**src/rtl/multichan_ctrl.sv**
```systemverilog
// Multi-channel motor control/timing block: per-channel PWM and filter clock
// enables, config/control registers, and a watchdog with warning and trip latch.
module multichan_ctrl #(
  parameter int unsigned NCH     = 3,
  parameter int unsigned BASEDIV = 32,
  parameter int unsigned WDPRE   = 9,
  parameter int unsigned LEDBIT  = 9
) (
  input  logic           clk,
  input  logic           rst,
  input  logic [7:0]     wrtdata,
  input  logic [NCH-1:0] cfgld,
  input  logic           ctrlld,
  input  logic           wdogdivld,
  input  logic           wdreset,
  input  logic           wdogdis,
  input  logic           tst,
  output logic [NCH-1:0] pwmcntce,
  output logic [NCH-1:0] filterce,
  output logic [NCH-1:0] invertpwm,
  output logic [NCH-1:0] invphase,
  output logic [NCH-1:0] run,
  output logic           motorenaint,
  output logic           wdwarn,
  output logic           ledalive,
  output logic [7:0]     controlrdata,
  output logic [7:0]     hwconfig
);

  localparam int unsigned BW = $clog2(BASEDIV);
  localparam int unsigned LW = WDPRE + LEDBIT + 1;

  logic [BW-1:0]    basecnt;
  logic             basece;
  logic             base_wrap_c;
  logic [4:0]       ctrl;
  logic             wdtrip;
  logic [7:0]       wdogdiv;
  logic [7:0]       wdcnt;
  logic             wdogdis_r;
  logic [WDPRE-1:0] presc;
  logic [WDPRE-1:0] presc_lim_c;
  logic             tst_eff;
  logic [LW-1:0]    ledcnt;
  logic             ctrl_clr_c;
  logic             wdtick_c;
  logic             wden_c;
  logic             trip_c;
  logic [3:0]       runbits_c;

  // Mask of the low d bits of a 7-bit divider counter.
  function automatic logic [6:0] dmask(input logic [2:0] d);
    return 7'((8'd1 << d) - 8'd1);
  endfunction

  assign base_wrap_c = (basecnt == BW'(BASEDIV - 1));
  assign motorenaint = ctrl[4] & ~wdtrip;
  assign ctrl_clr_c  = ctrlld && (wrtdata == 8'h80);
  assign presc_lim_c = tst_eff ? WDPRE'(1) : {WDPRE{1'b1}};
  assign wdtick_c    = basece && (presc == presc_lim_c);
  assign wden_c      = motorenaint & ~wdreset & ~wdogdis_r;
  assign trip_c      = wden_c & wdtick_c & (wdcnt == wdogdiv);

  for (genvar i = 0; i < NCH; i++) begin : g_ch
    logic [7:0] cfg_q;
    logic [6:0] pcnt;
    logic [6:0] fcnt;
    logic       pce_q;
    logic       fce_q;
    logic       cfg_wr_c;
    logic [6:0] pmask_c;
    logic [6:0] fmask_c;

    assign cfg_wr_c = cfgld[i] & ~motorenaint;
    assign pmask_c  = dmask(cfg_q[2:0]);
    assign fmask_c  = dmask(cfg_q[5:3]);

    // A config write restarts both dividers so the new ratio is phase-aligned.
    always_ff @(posedge clk) begin
      if (rst) begin
        cfg_q <= '0;
        pcnt  <= '0;
        fcnt  <= '0;
        pce_q <= 1'b0;
        fce_q <= 1'b0;
      end else begin
        if (cfg_wr_c) cfg_q <= wrtdata;
        pcnt <= cfg_wr_c ? 7'd0 : pcnt + 7'd1;
        if (cfg_wr_c)    fcnt <= '0;
        else if (basece) fcnt <= fcnt + 7'd1;
        pce_q <= ((pcnt & pmask_c) == pmask_c);
        fce_q <= base_wrap_c && ((fcnt & fmask_c) == fmask_c);
      end
    end

    assign pwmcntce[i]  = pce_q;
    assign filterce[i]  = fce_q;
    assign invertpwm[i] = cfg_q[6];
    assign invphase[i]  = cfg_q[7];
  end

  // Base tick, watchdog prescaler, control register and watchdog counter.
  always_ff @(posedge clk) begin
    if (rst) begin
      basecnt   <= '0;
      basece    <= 1'b0;
      presc     <= '0;
      tst_eff   <= 1'b0;
      ledcnt    <= '0;
      wdogdis_r <= 1'b0;
      wdogdiv   <= '0;
      ctrl      <= '0;
      wdtrip    <= 1'b0;
      wdcnt     <= '0;
      wdwarn    <= 1'b0;
    end else begin
      basecnt   <= base_wrap_c ? '0 : basecnt + BW'(1);
      basece    <= base_wrap_c;
      wdogdis_r <= wdogdis;
      // Test-mode selection is only sampled at the start of a prescaler period.
      if (presc == '0) tst_eff <= tst;
      if (wdtick_c)    presc <= '0;
      else if (basece) presc <= presc + WDPRE'(1);
      if (basece) ledcnt <= ledcnt + LW'(1);
      if (wdogdivld && !motorenaint) wdogdiv <= wrtdata;
      if (ctrl_clr_c)  ctrl <= '0;
      else if (ctrlld) ctrl <= wrtdata[4:0];
      if (ctrl_clr_c)  wdtrip <= 1'b0;
      else if (trip_c) wdtrip <= 1'b1;
      if (!wden_c || trip_c) wdcnt <= '0;
      else if (wdtick_c)     wdcnt <= wdcnt + 8'd1;
      wdwarn <= wden_c && (wdcnt >= (wdogdiv >> 1)) && (wdogdiv != 8'd0);
    end
  end

  always_comb begin
    runbits_c = '0;
    runbits_c[NCH-1:0] = ctrl[NCH-1:0];
  end

  assign run          = ctrl[NCH-1:0];
  assign ledalive     = ledcnt[LW-1];
  assign controlrdata = {wdtrip, wdogdis_r, wdwarn, ctrl[4], runbits_c};
  assign hwconfig     = {4'b0001, 4'(NCH)};

endmodule

```
**config.mk**
```make
export PLATFORM = sky130hd
export DESIGN_NAME = multichan_ctrl
export DESIGN_NICKNAME = d
export VERILOG_FILES = /design/src/rtl/multichan_ctrl.sv
export SDC_FILE = /design/constraint.sdc
export NUM_CORES = 1
export LEC_CHECK = 0
export CAP_MARGIN = 40
export CORE_MARGIN = 10
export CORE_UTILIZATION = 52
export CTS_CLUSTER_SIZE = 16
export DETAILED_ROUTE_END_ITERATION = 10
export PLACE_DENSITY = 0.87
export SETUP_SLACK_MARGIN = 0.5
export SLEW_MARGIN = 10
export SYNTH_ARGS = -nofsm -noshare
export SYNTH_HDL_FRONTEND = slang
export SYNTH_SLANG_ARGS = --single-unit
```
**constraint.sdc**
```tcl
create_clock -name clk -period 1.8 [get_ports clk]
set_clock_uncertainty 0.05 [all_clocks]
set_input_delay 0.36 -clock clk [delete_from_list [all_inputs] [get_ports clk]]
set_output_delay 0.36 -clock clk [all_outputs]
set_load 0.1 [all_outputs]
```
==> impl_metrics.py <==
metrics = {
    "run_status": {
        "status": "finished with violations",
        "violations": "setup timing",
    },
    "floorplanning": {
        "chipHeight_um": 126.7,
        "die_w_um": 126.7,
        "row_count": 38,
        "core_sq_mm": 0.01098,
        "initial_core_util": 0.5387,
        "ioPinCount": 52,
        "die_area_sq_mm": 0.01605,
    },
    "worst_setup_path": {
        "cp_data_arrival_time_ps": 2070,
        "crit-reg2reg-launch": "wdogdiv[3]",
        "crit_required_ps": 2050,
        "timing.rr.end": "wdcnt[3]",
        "worst_path_max_delay_cell": "dfxtp_1",
        "end_kind": "register",
        "cpMostUsedCell": "nand3_1",
        "crit_family": "simple AND/OR/NAND/NOR gates",
        "cp_slowest_stage_delay_ps": 480,
        "crit_chain": "xor2_1 > nor4_2 > buf_4 > nand3_1 > nand3_1 > nand3_1",
        "rrSetupSlack_ps": -10,
        "critPathLaunchType": "register",
        "reg2reg_depth": 6,
        "cp_max_fo": 4,
        "worst-path-buf-inv": 1,
        "crit_cells": 6,
        "worst-setup-path-type": "register to register",
    },
    "grt": {
        "grt_pass1_vias": 5689,
        "grt_start_max_net_pins": 43,
        "overflow": 0,
        "grt_pass1_wl_mm": 27.80,
        "track_usage": 0.2083,
        "antenna_found_initial": 1,
    },
    "final_layout": {
        "instances_no_fill": 956,
        "diodes": 0,
        "final_util": 0.8373,
        "fillCellCount": 439,
        "drive_above_1_share": 0.4350,
        "syn2layout_area_growth_pct": 55.42,
        "finalNetCount": 840,
    },
    "clock_tree": {
        "clkLatencyLatePin_ps": 440,
        "clk_pin_slew_ps": 60,
        "cts_tree": "yes",
        "ctsRootBufferMaster": "clkbuf_16",
        "clockBufferDepth": 2,
        "cts.sinks": 130,
        "cts_max_level": 4,
        "cts_hold_buffers": 0,
        "cts-buffers-inserted": 17,
    },
    "detailed_routing": {
        "met3WireLength_mm": 2.387,
        "drcViolationCount": 0,
        "highest_layer": "met5",
        "drtAntennaViolNets": 0,
        "vias": 6204,
        "finalWirelength_mm": 23.91,
        "drt_first_pass_iters": 6,
        "wl_per_cell_um": 25.01,
        "wl_met1_mm": 7.933,
        "drt_iter0_drc": 782,
        "vias_per_cell": 6.490,
        "route.met2.wl_mm": 11.67,
    },
    "hold_path": {
        "worstHoldPathType": "input pin to register",
        "min_path_cells": 3,
        "hold_start": "rst",
        "holdPathEnd": "ledcnt[8]",
    },
    "synthesis": {
        "seq_area_frac_synth": 0.4398,
        "syn_avg_cell_area_sq_um": 8.538,
        "yosysWarnings": 0,
        "yosysTopAreaCellShare": 0.4398,
        "synth_edf_count": 0,
        "synthFlopType": "dfxtp_1",
        "yosysTopAreaCell": "dfxtp_1",
        "synth_area_sq_mm": 0.005917,
        "synth_most_common_cell": "dfxtp_1",
        "postSynthCellCount": 693,
        "ys_async_sr_fraction": 0,
        "ys_types": 51,
        "ys_seq_elements": 130,
        "ys_top_cells_by_area": "dfxtp_1 44%, xor2_1 6.4%, nor2_1 5.7%",
        "synth_top_cells_by_count": "130 x dfxtp_1, 90 x nor2_1, 72 x nand2_1",
    },
    "placement": {
        "place_worst_setup_slack_ps": -303.8,
        "numPortBuffers": 42,
        "gp_congestion": 0.8542,
        "numPlacedInstances": 864,
        "dp.final_hpwl_mm": 9.856,
    },
    "timing": {
        "period_needed_ps": 1815,
        "setup_violations": 2,
        "worst_pin_slew_ps": 856.8,
        "setup_tns_ps": -24.27,
        "worst_slack_ps": -14.73,
        "relSlewSlack": 0.4279,
        "slew_violations": 0,
        "period_share": 1.008,
        "hold_ws_ps": 362.2,
        "max_freq_ghz": 0.5510,
        "hold_violations": 0,
        "rsz0062_at_grt": "yes",
    },
    "power": {
        "ir_drop_uv": 774.8,
        "power_leakage_nw": 3.508,
        "p_per_area_mw_per_mm2": 863.0,
    },
    "job": {
        "drv_cap": 0,
    },
}
## metrics by stage
stage | cell area [sq um] | power, mW
after detailed placement | 6928 | 3.879
after CTS | 8005 | 7.543
after global routing | 9196 | 8.058
after floorplan | 6155 | 3.630
final | 9196 | 7.937
after global placement | 6928 | 3.853
## registers in the layout, indices dropped and copies added, names as in the netlist
name	count
presc	9
ledcnt	19
g_ch.pcnt	21
g_ch.fcnt	21
g_ch.pce_q	3
wdtrip	1
wdcnt	8
wdogdiv	8
wdwarn	1
g_ch.fce_q	3
tst_eff	1
basece	1
g_ch.cfg_q	24
ctrl	4
wdogdis_r	1
basecnt	5
## worst max-delay path by stage
| stage | startpoint | endpoint | slack (ps) |
|---|---|---|---|
| global placement | wdreset | wdcnt[4] | -230 |
| floorplan | presc[7] | wdcnt[4] | 70 |
| finish | wdogdiv[3] | wdcnt[3] | -10 |
| global route | wdogdiv[2] | wdcnt[4] | -100 |
| CTS | presc[8] | wdcnt[4] | 20 |
| detailed placement | wdreset | wdcnt[4] | -300 |
## worst register-to-register path: cells and delay by family (launching register included)
kind	cells	cell delay, ps
simple gates	4	800
flops	1	480
buf+inv	1	220
xor+xnor	1	130
## final cells by class
cell class	count	area [sq um]	share of cell area
inverter	26	101.3	0.01102
clock inverter	11	148.9	0.01619
multi-input combinational	496	3945	0.4290
clock buffer	21	491.7	0.05347
tap	140	175.2	0.01905
sequential	130	2699	0.2935
timing repair buffer	132	1635	0.1778
## placed cells by master (no fill, tap or decap), types with 5 or more instances in the layout
cell	n
dfxtp_1	83
nor2_1	55
buf_4	48
nand3_1	44
nand2_1	44
xor2_1	39
buf_12	33
dfxtp_2	32
buf_6	25
inv_1	24
nand4_1	24
a21oi_1	23
a21oi_2	22
clkbuf_16	21
nor2_4	20
nor2_2	15
xnor2_1	15
ha_1	15
dfxtp_4	15
clkdlybuf4s50_1	15
nand2_4	14
o21ai_0	14
nand2_2	11
conb_1	9
mux2i_1	8
xnor2_2	7
nand3_4	6
buf_8	6
nand2b_4	5
nand2_8	5
nor3_4	5
nand3_2	5
a221o_1	5
## report_power, final
part	internal, mW	switching [mW]	leakage (nW)
Clock	2.37	1.43	0.307
Combinational	0.395	0.695	2.12
Sequential	2.94	0.104	1.08
## per-layer routing
layer  vias up  GRT usage
li1       2568          -
met1      2928     0.2139
met2       509     0.3718
met3       197    0.07080
met4         2    0.09846
met5         -          0
## timing repair
action                                  CTS  global route
buffers inserted                         29            24
pin swaps                                19            68
resized for setup                        58           227
endpoints found under the setup margin  127           134
gates cloned                              1             6
## cell families after synthesis
family	after synthesis	share of synthesized area
AOI/OAI and AO/OA	91	0.09199
xor gates and xnor gates	66	0.09769
adders and majority gates	19	0.04018
buffers and inverters	77	0.06788
DFF	130	0.4398
muxes	10	0.01692
other	2	0.001269
and+or+nand+nor	298	0.2442
(Power assumes the default switching activity.)
